[src/rtl/mem_arbiter.sv]
// rtl/mem_arbiter.sv - round-robin CPU/debug arbiter for the shared MIPS memory
// Optional MEMARB_TIMEOUT_EN aborts transfers stalled TIMEOUT cycles and flags err with ack.
module mem_arbiter #(
    parameter int AW      = 32,
    parameter int DW      = 32,
    parameter int TIMEOUT = 15
) (
    input  logic          clk,
    input  logic          reset,
    input  logic          cpu_req,
    input  logic          cpu_we,
    input  logic [AW-1:0] cpu_adr,
    input  logic [DW-1:0] cpu_wdata,
    output logic [DW-1:0] cpu_rdata,
    output logic          cpu_ack,
    output logic          cpu_err,
    input  logic          dbg_req,
    input  logic          dbg_we,
    input  logic [AW-1:0] dbg_adr,
    input  logic [DW-1:0] dbg_wdata,
    output logic [DW-1:0] dbg_rdata,
    output logic          dbg_ack,
    output logic          dbg_err,
    output logic          mem_en,
    output logic          mem_we,
    output logic [AW-1:0] mem_adr,
    output logic [DW-1:0] mem_wdata,
    input  logic [DW-1:0] mem_rdata,
    input  logic          mem_ready
);

    typedef enum logic [1:0] {IDLE, XFER, ACK} state_t;

    localparam logic PORT_CPU = 1'b0;
    localparam logic PORT_DBG = 1'b1;

    state_t        state_q;
    logic          gnt_q;
    logic          last_q;
    logic          we_q;
    logic [AW-1:0] adr_q;
    logic [DW-1:0] wdata_q;
    logic [DW-1:0] cpu_rdata_q;
    logic [DW-1:0] dbg_rdata_q;
    logic          pick_dbg;

    // On a tie the port that did not win last time goes next.
    assign pick_dbg = dbg_req && (!cpu_req || (last_q == PORT_CPU));

`ifdef MEMARB_TIMEOUT_EN
    localparam int CW = $clog2(TIMEOUT + 1);
    logic [CW-1:0] cnt_q;
    logic          err_q;
`endif

    always_ff @(posedge clk or negedge reset) begin
        if (!reset) begin
            state_q     <= IDLE;
            gnt_q       <= PORT_CPU;
            last_q      <= PORT_DBG;
            we_q        <= 1'b0;
            adr_q       <= '0;
            wdata_q     <= '0;
            cpu_rdata_q <= '0;
            dbg_rdata_q <= '0;
`ifdef MEMARB_TIMEOUT_EN
            cnt_q       <= '0;
            err_q       <= 1'b0;
`endif
        end else begin
            case (state_q)
                IDLE: begin
                    if (cpu_req || dbg_req) begin
                        gnt_q   <= pick_dbg;
                        last_q  <= pick_dbg;
                        we_q    <= pick_dbg ? dbg_we    : cpu_we;
                        adr_q   <= pick_dbg ? dbg_adr   : cpu_adr;
                        wdata_q <= pick_dbg ? dbg_wdata : cpu_wdata;
                        state_q <= XFER;
`ifdef MEMARB_TIMEOUT_EN
                        cnt_q   <= '0;
                        err_q   <= 1'b0;
`endif
                    end
                end
                XFER: begin
                    if (mem_ready) begin
                        if (!we_q) begin
                            if (gnt_q == PORT_DBG) dbg_rdata_q <= mem_rdata;
                            else                   cpu_rdata_q <= mem_rdata;
                        end
                        state_q <= ACK;
                    end
`ifdef MEMARB_TIMEOUT_EN
                    // cnt_q counts earlier stalled cycles, so TIMEOUT-1 marks the last allowed one.
                    else if (cnt_q == CW'(TIMEOUT - 1)) begin
                        err_q <= 1'b1;
                        if (!we_q) begin
                            if (gnt_q == PORT_DBG) dbg_rdata_q <= DW'(32'hDEADBEEF);
                            else                   cpu_rdata_q <= DW'(32'hDEADBEEF);
                        end
                        state_q <= ACK;
                    end else begin
                        cnt_q <= cnt_q + 1'b1;
                    end
`endif
                end
                ACK:     state_q <= IDLE;
                default: state_q <= IDLE;
            endcase
        end
    end

    assign mem_en    = (state_q == XFER);
    assign mem_we    = mem_en && we_q;
    assign mem_adr   = adr_q;
    assign mem_wdata = wdata_q;

    assign cpu_ack   = (state_q == ACK) && (gnt_q == PORT_CPU);
    assign dbg_ack   = (state_q == ACK) && (gnt_q == PORT_DBG);
    assign cpu_rdata = cpu_rdata_q;
    assign dbg_rdata = dbg_rdata_q;

`ifdef MEMARB_TIMEOUT_EN
    assign cpu_err   = cpu_ack && err_q;
    assign dbg_err   = dbg_ack && err_q;
`else
    assign cpu_err   = 1'b0;
    assign dbg_err   = 1'b0;
`endif

endmodule
[config.mk]
export PLATFORM = sky130hd
export DESIGN_NAME = mem_arbiter
export DESIGN_NICKNAME = d
export VERILOG_FILES = /design/src/rtl/mem_arbiter.sv
export SDC_FILE = /design/constraint.sdc
export NUM_CORES = 1
export LEC_CHECK = 0
export CAP_MARGIN = 10
export CORE_MARGIN = 8
export CORE_UTILIZATION = 40
export CTS_CLUSTER_DIAMETER = 80
export CTS_CLUSTER_SIZE = 10
export DETAILED_ROUTE_END_ITERATION = 6
export GPL_ROUTABILITY_DRIVEN = 0
export PLACE_DENSITY_LB_ADDON = 0.12
export SLEW_MARGIN = 20
export SYNTH_ARGS = -nofsm -noshare
export SYNTH_HDL_FRONTEND = slang
export SYNTH_SLANG_ARGS = --single-unit
export TNS_END_PERCENT = 50
[constraint.sdc]
create_clock -name clk -period 2 [get_ports clk]
set_input_delay 0.3 -clock clk [delete_from_list [all_inputs] [get_ports clk]]
set_output_delay 0.3 -clock clk [all_outputs]
set_load 0.01 [all_outputs]
==> run summary, run 1 <==
VDD sags by at most 847 uV. Once the clock tree was built, the setup fixing pass inserted 0 buffers. Counting distinct cell types in the post-synthesis netlist gives 20. The tools report the leakage component of the power as 3.97 nW. The flow ran to the end, and the final reports show no timing, DRC or antenna violations. The tool flagged a number of max-cap violations equal to 0.

The async set-reset flop share out of synthesis is 1.00. The most critical setup path has its endpoint at mem_we. Buffers placed on the I/O ports in this run total 298. Setup slack on the worst flop-to-flop path: 210 ps. After synthesis, the mean cell area works out to 16.0 um^2.

The depth of the CTS H-tree is 4. The y dimension of the die was 137 um; the number of top-level pins was 301. For the starting density of the core, the log shows 0.405. TritonCTS built the clock tree. Synthesis-to-layout area growth: 64.8%. In the routed layout, each cell is associated on average with a via count of 4.81.

The post-synthesis sequential area ratio was 0.572; the area of the core was 14,400 um^2. The worst path needs 1850 ps of the cycle, external delays included. Once detailed placement completed, the half-perimeter wirelength came to 14,200 um. The total power came out at 14.3 mW. Count of filler cells inserted in the layout: 1,053.

The reg-to-reg startpoint is last_q. The tools report the required arrival time at the worst endpoint as 1700 ps. The overall global routing resource usage is 0.193, and the number of flops mapped to enable cells by yosys is 0. Share of final-layout standard cells stronger than drive strength 1: 0.351. Via count of the first global-routing pass: 4,705. The path class of the tightest hold or removal check is primary input to asynchronous set/reset pin. Data arrives at the worst endpoint at 1550 ps.

Entering global routing, the biggest net connects 55 pins. Clock tree synthesis inserted a total of 17 buffers. The tools report the die outline area as 18,700 um^2. For this run, the top clock speed supported by timing is 0.539 GHz. Ranked by instance count, the synthesized netlist is headed by 194 x mux2_2, 132 x dfrtp_1, 11 x buf_2, 9 x buf_6.

Tracing the worst setup path back leads to its startpoint at state_q[1]. The wire length of the first global-routing pass was 27,200 um. Clock-pin slew was measured on the worst setup and hold paths at 50 ps. The pre-antenna-repair detailed-routing pass consisted of 4 iterations. In this run the deepest clock path goes through 2 buffers. In this run, the number of DRC markers left after iteration 0 of detailed routing was 52. The worst setup path is launched from a register. Synthesis inferred 133 register bits.

The tree built by TritonCTS fans out to 133 sinks. Global routing finished with a remaining overflow of 0. The Yosys step of the flow raised 0 warnings.

After detailed routing, the total wire length is 18,200 um. For this run, the leading register cell type out of synthesis is dfrtp_1. The largest area contributor in the netlist is dfrtp_1. Number of slew-limit violations in the final report: 0. The average detailed-routed wire length per instance is 21.0 um. The detailed-route DRC error count was 0; the power per cell area was 1490 nW/um^2. For the worst-skew pair, the clock arrives at the later sink with an insertion delay of 410 ps.

Across the routed clock network, the largest skew measured is 5.63 ps. Summing all non-filler instances in the final layout gives an area of 9600 um^2. Kind of end point of the critical path: an output port. The leading cell type by number of instances after synthesis was mux2_2. Measured in cells, the most critical reg-to-reg path has a length of 4. In this run the remaining antenna-violating nets after routing total 0.

Sorting the synthesized cells by area gives the leading types as dfrtp_1 57%, mux2_2 38%, buf_6 1.7%, buf_2 0.95%, dfstp_2 0.45%. Setup repair after global routing left no endpoint under its margin. The synthesized instance count is 365. The capture point of the worst reg-to-reg path is mem_adr[17]. The ratio of final minimum period to clock period is 0.927, and the number of standard-cell rows in the floorplan is 44. The tree is rooted in a clkbuf_16. The repair_antennas step left the layout with diodes totalling 0.

Detailed routing inserted a total of 4,188 vias. Portion of synthesized cell area occupied by the leading cell type: 0.567. Along the worst path, the maximum fanout reaches 6. After the last flow step, the layout net total stands at 840. The floorplan step set the die width to 137 um. The placed instances occupy a cell area of 9030 um^2.

The final-report setup violation count was 0; the number of antenna violations at the first check in global routing was 0. The type of the worst setup path was register to output port. After synthesis the cells add up to 5820 um^2. The number of hold violations in the final report came out at 0.
worst min-delay path by stage:
stage,start,end,slack (ps)
4_1_cts,reset,mem_wdata[0],400
3_5_place_dp,reset,mem_wdata[0],260
3_3_place_gp,reset,mem_wdata[11],260
2_1_floorplan,reset,cpu_rdata[0],4
5_1_grt,reset,mem_wdata[11],440
6_report,reset,mem_wdata[0],400
logic make-up after synthesis:
| kind of cell | synth area share |
|---|---|
| multiplexers | 0.379 |
| other | 0.000644 |
| flip-flops | 0.572 |
| AO/OA/AOI/OAI | 0.00430 |
| AND/OR/NAND/NOR | 0.0144 |
| buffers and inverters | 0.0301 |
layout make-up:
type | instances | area, um^2 | share of cell area
Multi-Input combinational cell | 210 | 2330 | 0.243
Sequential cell | 133 | 3330 | 0.347
Inverter | 1 | 3.75 | 0.000391
Timing Repair Buffer | 310 | 3150 | 0.328
Tap cell | 184 | 230 | 0.0240
Clock inverter | 9 | 77.6 | 0.00808
Clock buffer | 23 | 478 | 0.0498
cells in the final DEF, fill, tap and decap left out:
master / instances
buf_6: 1
clkinv_2: 5
nor3b_1: 1
dfrtp_2: 1
a21bo_2: 1
a21o_1: 1
nor3_4: 1
and2b_2: 1
mux2_2: 194
clkbuf_16: 17
and2_1: 2
clkbuf_1: 3
bufinv_16: 1
and3b_1: 1
clkdlybuf4s50_1: 293
dlygate4sd2_1: 3
a21boi_0: 1
clkbuf_8: 3
nand4b_1: 1
dfrtp_1: 131
inv_1: 1
conb_1: 2
buf_4: 5
buf_12: 6
dlygate4sd3_1: 1
dfstp_2: 1
nor4b_4: 1
mux2_1: 2
dlymetal6s2s_1: 1
clkinvlp_4: 3
nor2_1: 1
repair_timing:
action | 4_1_cts | 5_1_grt
hold endpoints to repair | 46 | 0
resized for setup | 3 | 2
pin swaps | 0 | 0
endpoints found under the setup margin | 3 | 1
hold buffers | 1 | 0
state kept, by name, indices dropped and copies added (netlist names):
register	count
mem_adr	32
state_q	2
dbg_rdata	32
last_q	1
we_q	1
mem_wdata	32
gnt_q	1
cpu_rdata	32
worst max-delay path, cell delays in order (launching register included):
cell and delay (ps):
dfrtp_1 410, and2b_2 280, and2_1 160, dlygate4sd2_1 300
report_power, final:
part           switching, mW  total (mW)  internal [mW]
Clock                   1.10        2.89           1.79
Sequential             0.716        4.79           4.08
Combinational           2.45        6.63           4.17
Total                   4.27        14.3           10.0
metrics by stage:
stage,worst slack (ps),hold WS [ps],TNS (ps),cells,utilization
finish,146,396,0,870,0.668
global route,91.3,436,0,870,0.668
CTS,18.2,403,0,870,0.668
detailed placement,-31.6,264,-191,837,0.629
global placement,-6.31,258,-6.31,837,0.629
floorplan,350,4.41,0,366,-
layer usage:
layer	share of wire	vias up	GRT usage
met5	0	-	0
met4	0.021	0	0.0750
met3	0.11	24	0.0815
met2	0.51	191	0.337
met1	0.36	2048	0.203
li1	-	1925	-
(Power assumes the default switching activity.)
==> run 2, diff against run 1 <==
--- a/config.mk
+++ b/config.mk
@@ -7,7 +7,7 @@
 export LEC_CHECK = 0
 export CAP_MARGIN = 10
 export CORE_MARGIN = 8
-export CORE_UTILIZATION = 40
+export CORE_UTILIZATION = 43
 export CTS_CLUSTER_DIAMETER = 80
 export CTS_CLUSTER_SIZE = 10
 export DETAILED_ROUTE_END_ITERATION = 6
@@ -17,4 +17,3 @@
 export SYNTH_ARGS = -nofsm -noshare
 export SYNTH_HDL_FRONTEND = slang
 export SYNTH_SLANG_ARGS = --single-unit
-export TNS_END_PERCENT = 50
==> constraint.sdc (replaced) <==
create_clock -name clk -period 2.31 [get_ports clk]
set_input_delay 0.3465 -clock clk [delete_from_list [all_inputs] [get_ports clk]]
set_output_delay 0.3465 -clock clk [all_outputs]
set_load 0.01 [all_outputs]
==> run 2 against run 1 <==
Net effect: final cell count fell by 1.3%; wire length down 5.0%; worst hold slack gained 83 ps; largest power group unchanged.
==> run summary, run 2 (synthesized netlist as in run 1, its figures left out) <==
The number of standard-cell rows in the floorplan is 42 (was 44). The type of the worst setup path was register to output port (unchanged). Post-route cell area: 9590 um^2 (was 9600 um^2). The clock period minus worst slack was 2160 ps.

Number of hold violations in the final report: 0 (unchanged). The cell depth of the worst flop-to-flop path was 4 (unchanged); the TritonCTS sink count was 133 (unchanged). The leftover overflow at the end of global routing is 0 (unchanged), and the average detailed-routed wire length per instance is 20.2 um (was 21.0 um).

The maximum fanout count along the critical path was 6 (unchanged). The number of buffers inserted by port buffering was 298 (unchanged); the width of the die was 132 um (was 137 um). Share of power burned in registers: 0.331 (was 0.335). For the share of total power in combinational logic, the log shows 0.458 (was 0.463).

The tools report the clock root buffer master as clkbuf_16 (unchanged). The logs give 520 ps (was 210 ps) for the setup slack on the worst flop-to-flop path and 3.67 mW (was 4.27 mW) for the total net switching power. The logs give 2 (unchanged) for the deepest clock path buffer count and 1810 ps (was 1550 ps) for the data arrival at the endpoint of the critical path.

The tools report the antenna cell count as 0 (unchanged). Reg-to-reg startpoint: last_q (unchanged). The required arrival time at the worst endpoint was 1960 ps (was 1700 ps); the number of slew-limit violations in the final report was 0 (unchanged). The number of nets in the layout was 837 (was 840); the met1 track demand over resource was 0.202 (was 0.203). The tools report the summed negative setup slack over all endpoints as 0 ps (unchanged).

Number of antenna violations at the first check in global routing: 0 (unchanged). Global-route layer with the greatest usage: met2 (unchanged). The kind of end point of the critical path is an output port (unchanged).

The leakage component of the power came out at 3.94 nW (was 3.97 nW). The worst clock skew on the final layout was 7.46 ps (was 5.63 ps). The tools report the area of the core as 13,200 um^2 (was 14,400 um^2).

The startpoint class of the critical path was a register (unchanged). The count of maximum capacitance violations was 0 (unchanged); the placed wire-length estimate was 13,600 um (was 14,200 um). The placement-stage cell area is 9000 um^2 (was 9030 um^2). For the starting density of the core, the log shows 0.440 (was 0.405).

The met2 track demand over resource was 0.342 (was 0.337). The power per cell area is 1300 nW/um^2 (was 1490 nW/um^2). The total length of routed wires was 17,300 um (was 18,200 um); the switching share of power was 0.293 (was 0.298). Most used cells in the layout excluding fill and tap cells: 297 x clkdlybuf4s50_1, 194 x mux2_2, 132 x dfrtp_1, 17 x clkbuf_16, 6 x buf_12 (was 293 x clkdlybuf4s50_1, 194 x mux2_2, 131 x dfrtp_1, 17 x clkbuf_16, 6 x buf_12).

For the met3 global-route usage, the log shows 0.0991 (was 0.0815). Setup repair after global routing left no endpoint under its margin. The number of top-level pins came out at 301 (unchanged). The slew at the pin closest to its max-slew limit was 598 ps; the routed via count was 4,160 (was 4,188). Timing would allow up to 0.464 GHz. For the number of clock buffers inserted by TritonCTS, the log shows 17 (unchanged). The tools report the first-pass iteration count of the detailed router as 4 (unchanged). The detailed router's first-iteration violation count was 103 (was 52).

TritonCTS built the clock tree. The tools report the die outline area as 17,500 um^2 (was 18,700 um^2). The ratio of final minimum period to clock period works out to 0.933.

The overall global routing resource usage is 0.197 (was 0.193), and the number of routed nets with antenna violations is 0 (unchanged). Capture point of the worst reg-to-reg path: mem_adr[7] (was mem_adr[17]). The synthesis-to-layout area growth came out at 64.7% (was 64.8%).

The clock share of power came out at 0.211 (was 0.202). The pin count of the biggest net entering global routing is 55 (unchanged). The y dimension of the die is 132 um (was 137 um). The internal power of the cells was 8.85 mW (was 10.0 mW); the clock slew at the register clock pins of the worst setup and hold paths was 50 ps (about the same). For the depth of the CTS H-tree, the log shows 4 (unchanged). The run gives 410 ps (about the same) as the clock latency of the later-clocked register in the worst-skew pair. The run gives 26,700 um (was 27,200 um) as the wire length of the first global-routing pass.

The share of final-layout standard cells stronger than drive strength 1 is 0.346 (was 0.351), and the per-cell via count in the routed design is 4.84 (was 4.81). The final-report setup violation count is 0 (unchanged). The via count of the first global-routing pass came out at 4,607 (was 4,705).

The commonest non-fill, non-tap cell in the layout is clkdlybuf4s50_1 (unchanged). The flow ran to the end, and the final reports show no timing, DRC or antenna violations. Path category of the worst min-delay check: primary input to asynchronous set/reset pin (unchanged). Peak supply drop: 821 uV (was 847 uV). The run gives 0 (unchanged) as the detailed-route DRC error count. The tools report the max-slew headroom at the worst pin as 0.601.
## run 2: critical path, cell delays in order, from the launching register on
cell and delay (ps):
dfrtp_1 420, and2b_2 280, and2_1 130, clkdlybuf4s50_1 570
## run 2: per-stage QoR
step | hold WS (ps) | util | total power [mW] | cells | worst slack [ps]
2_1_floorplan | 50.9 | - | 6.66 | 366 | 660
3_3_place_gp | 394 | 0.680 | 9.83 | 826 | 232
3_5_place_dp | 403 | 0.680 | 10.0 | 826 | 197
4_1_cts | 498 | 0.724 | 12.7 | 859 | 119
5_1_grt | 509 | 0.724 | 13.2 | 859 | 18.9
6_report | 479 | 0.724 | 12.5 | 859 | 154
## run 2: power by group through the flow
stage | registers, mW | clock network [mW] | logic (mW)
2_1_floorplan | 4.67 | 0 | 1.99
3_3_place_gp | 4.10 | 0 | 5.73
3_5_place_dp | 4.18 | 0 | 5.82
4_1_cts | 4.16 | 2.70 | 5.84
5_1_grt | 4.31 | 2.81 | 6.08
6_report | 4.14 | 2.65 | 5.73
## run 2: repair_timing
action / 4_1_cts / 5_1_grt
setup buffers: 0 / 0
gates resized for setup: 0 / 0
endpoints found under the setup margin: 0 / 0
hold buffers: 1 / 0
hold endpoints to repair: 42 / 0
## run 2: how the worst max path moves through the flow
stage,start,endpoint,slack [ps],depth (start not counted)
3_5_place_dp,dbg_req,mem_wdata[25],200,5
2_1_floorplan,state_q[1],cpu_rdata[10],660,4
5_1_grt,state_q[1],mem_we,20,3
6_report,state_q[1],mem_we,150,3
4_1_cts,state_q[1],mem_we,120,3
3_3_place_gp,cpu_req,mem_wdata[19],230,5
## run 2: cell type report
cell class              instances  area, um^2
fillers                       921        3650
well taps                     176         220
clock inverters                10         130
multi-input cells             210        2330
inverters                       1        3.75
flip-flops and latches        133        3330
clock buffers                  22         454
repair buffers                307        3130
## run 2: per-layer routing
layer	vias up	routed length, um
met4	0	265
met3	17	1850
met2	194	8810
met1	2028	6400
li1	1921	-
met5	-	0
==> run 3, diff against run 2 <==
--- a/config.mk
+++ b/config.mk
@@ -6,7 +6,7 @@
 export NUM_CORES = 1
 export LEC_CHECK = 0
 export CAP_MARGIN = 10
-export CORE_MARGIN = 8
+export CORE_MARGIN = 5
 export CORE_UTILIZATION = 43
 export CTS_CLUSTER_DIAMETER = 80
 export CTS_CLUSTER_SIZE = 10
==> run 3 against run 2 <==
Net effect: final cell count rose by 0.23%; worst hold slack got worse by 4.8 ps; first-iteration DRC count rose by 43%; wire length fell by 5.6%; clock power fell by 3%; register-to-register slack barely moved; global-route usage rose by 0.97 points; die area fell by 8.9%; sequential share of layout area rose by 0.086 points; critical path type unchanged; utilization fell by 0.18 points; combinational power fell by 1%; clock-buffer cell count rose by 1.
==> run summary, run 3 (synthesized netlist as in run 1, its figures left out) <==
Type of the worst setup path: register to output port (unchanged). Achievable clock frequency: 0.463 GHz (was 0.464 GHz). Buffers inserted during post-CTS setup optimization: 0 (unchanged). The per-cell via count in the routed design is 4.85 (was 4.84), and the clock slew at the register clock pins of the worst setup and hold paths is 60 ps (was 50 ps). The number of top-level pins was 301 (unchanged); the data arrival at the endpoint of the critical path was 1810 ps (about the same). The run gives 42 (unchanged) as the number of standard-cell rows in the floorplan. Number of antenna violations at the first check in global routing: 0 (unchanged). Number of buffers inserted by port buffering: 298 (unchanged).

The reg-to-reg startpoint was last_q (unchanged). The ratio of final minimum period to clock period was 0.934 (was 0.933). Most used cells in the layout excluding fill and tap cells: 297 x clkdlybuf4s50_1, 194 x mux2_2, 132 x dfrtp_1, 17 x clkbuf_16, 7 x buf_4 (was 297 x clkdlybuf4s50_1, 194 x mux2_2, 132 x dfrtp_1, 17 x clkbuf_16, 6 x buf_12). Number of routed nets with antenna violations: 0 (unchanged). The logs give 400 ps (was 410 ps) for the clock latency of the later-clocked register in the worst-skew pair and 74 (was 55) for the pin count of the biggest net entering global routing. The starting density of the core is 0.440 (unchanged). The clock period minus worst slack was 2160 ps (about the same); the die outline area was 16,000 um^2 (was 17,500 um^2). The startpoint class of the critical path was a register (unchanged).

The kind of end point of the critical path is an output port (unchanged). The depth of the CTS H-tree is 4 (unchanged), and the max-slew headroom at the worst pin is 0.627 (was 0.601). The count of maximum capacitance violations was 0 (unchanged); the first-pass iteration count of the detailed router was 4 (unchanged). The number of hold violations in the final report came out at 0 (unchanged).

The tools report the detailed router's first-iteration violation count as 147 (was 103). The summed negative setup slack over all endpoints came out at 0 ps (unchanged). The slew at the pin closest to its max-slew limit is 560 ps (was 598 ps).

Overall global routing resource usage: 0.207 (was 0.197). The commonest non-fill, non-tap cell in the layout is clkdlybuf4s50_1 (unchanged). The cell depth of the worst flop-to-flop path is 4 (unchanged), and the worst hold slack is 474 ps (was 479 ps). Start point of the critical path: state_q[1] (unchanged). The run gives 5.50 ps (was 7.46 ps) as the worst clock skew on the final layout. The wire length of the first global-routing pass is 25,800 um (was 26,700 um).

The path category of the worst min-delay check is primary input to asynchronous set/reset pin (unchanged). The run gives 0 (unchanged) as the number of gates given a new drive strength after cts. The required arrival time at the worst endpoint is 1960 ps (about the same), and the area of the core is 13,200 um^2 (unchanged). The run gives 945 (was 921) as the count of filler cells inserted in the layout. The share of final-layout standard cells stronger than drive strength 1 is 0.347 (was 0.346).

Via count of the first global-routing pass: 4,698 (was 4,607). For the placed wire-length estimate, the log shows 12,400 um (was 13,600 um). The synthesis-to-layout area growth works out to 64.3% (was 64.7%). The tools report the clock root buffer master as clkbuf_16 (unchanged). Setup repair after global routing left no endpoint under its margin.

The average detailed-routed wire length per instance is 19.0 um (was 20.2 um), and the final-report setup violation count is 0 (unchanged). The number of nets in the layout is 839 (was 837), and the deepest clock path buffer count is 2 (unchanged). The run finished with clean final reports. The routed via count was 4,178 (was 4,160); the power per cell area was 1300 nW/um^2 (about the same). The number of clock buffers inserted by TritonCTS was 17 (unchanged). The tools report the peak supply drop as 879 uV (was 821 uV).

The maximum fanout count along the critical path is 6 (unchanged). The detailed-route DRC error count was 0 (unchanged); the antenna cell count was 0 (unchanged). The width of the die came out at 126 um (was 132 um). The TritonCTS sink count is 133 (unchanged). The leftover overflow at the end of global routing was 0 (unchanged). TritonCTS built the clock tree. The number of slew-limit violations in the final report came out at 0 (unchanged). The run gives 3.93 nW (was 3.94 nW) as the leakage component of the power. The total length of routed wires came out at 16,300 um (was 17,300 um).

The y dimension of the die is 126 um (was 132 um).
-- run 3: cell type report --
cell class / instances / area, um^2 / share of cell area
sequential: 133 / 3330 / 0.348
multi-input combinational: 210 / 2330 / 0.243
clock buffer: 23 / 468 / 0.0489
inverter: 1 / 3.75 / 0.000392
timing repair buffer: 309 / 3120 / 0.326
tap: 176 / 220 / 0.0230
clock inverter: 9 / 103 / 0.0107
-- run 3: repair_timing --
| item | 4_1_cts | 5_1_grt |
|---|---|---|
| hold endpoints to repair | 37 | 0 |
| hold buffers | 1 | 0 |
| setup endpoints to repair | 0 | 0 |
-- run 3: critical path, stage by stage, from the launching register on --
cell             delay (ps)
dfrtp_1                 430
and2b_2                 290
and2_1                  130
clkdlybuf4s50_1         560
-- run 3: per-stage QoR --
stage / std cells / cell area, um^2 / total power [mW] / utilization / setup slack [ps]
final: 861 / 9570 / 12.4 / 0.723 / 152
after CTS: 861 / 9570 / 12.6 / 0.723 / 123
after floorplan: 366 / 5830 / 6.66 / - / 660
after detailed placement: 828 / 8990 / 9.92 / 0.679 / 199
after global routing: 861 / 9570 / 13.1 / 0.723 / 46.6
after global placement: 828 / 8990 / 9.76 / 0.679 / 220
-- run 3: layer usage --
| metal | vias up | track usage | routed length [um] |
|---|---|---|---|
| li1 | 1928 | - | - |
| met2 | 192 | 0.365 | 8460 |
| met3 | 31 | 0.0849 | 1480 |
| met4 | 0 | 0.0801 | 434 |
| met5 | - | 0 | 0 |
| met1 | 2027 | 0.222 | 5960 |
-- run 3: final timing paths --
check | end | slack (ps)
hold reg to reg | cpu_rdata[5] | 490
setup / recovery | mem_we | 150
hold / removal | mem_adr[14] | 470
max in group asynchronous | dbg_rdata[28] | 1060
setup reg to reg | mem_adr[11] | 520
min in group clk | cpu_rdata[5] | 490
-- run 3: report_power, final --
group	total [mW]	switching, mW	internal, mW	leakage [nW]
combinational	5.67	2.07	3.60	2.08
clock	2.57	0.935	1.64	0.273
sequential	4.15	0.621	3.53	1.58
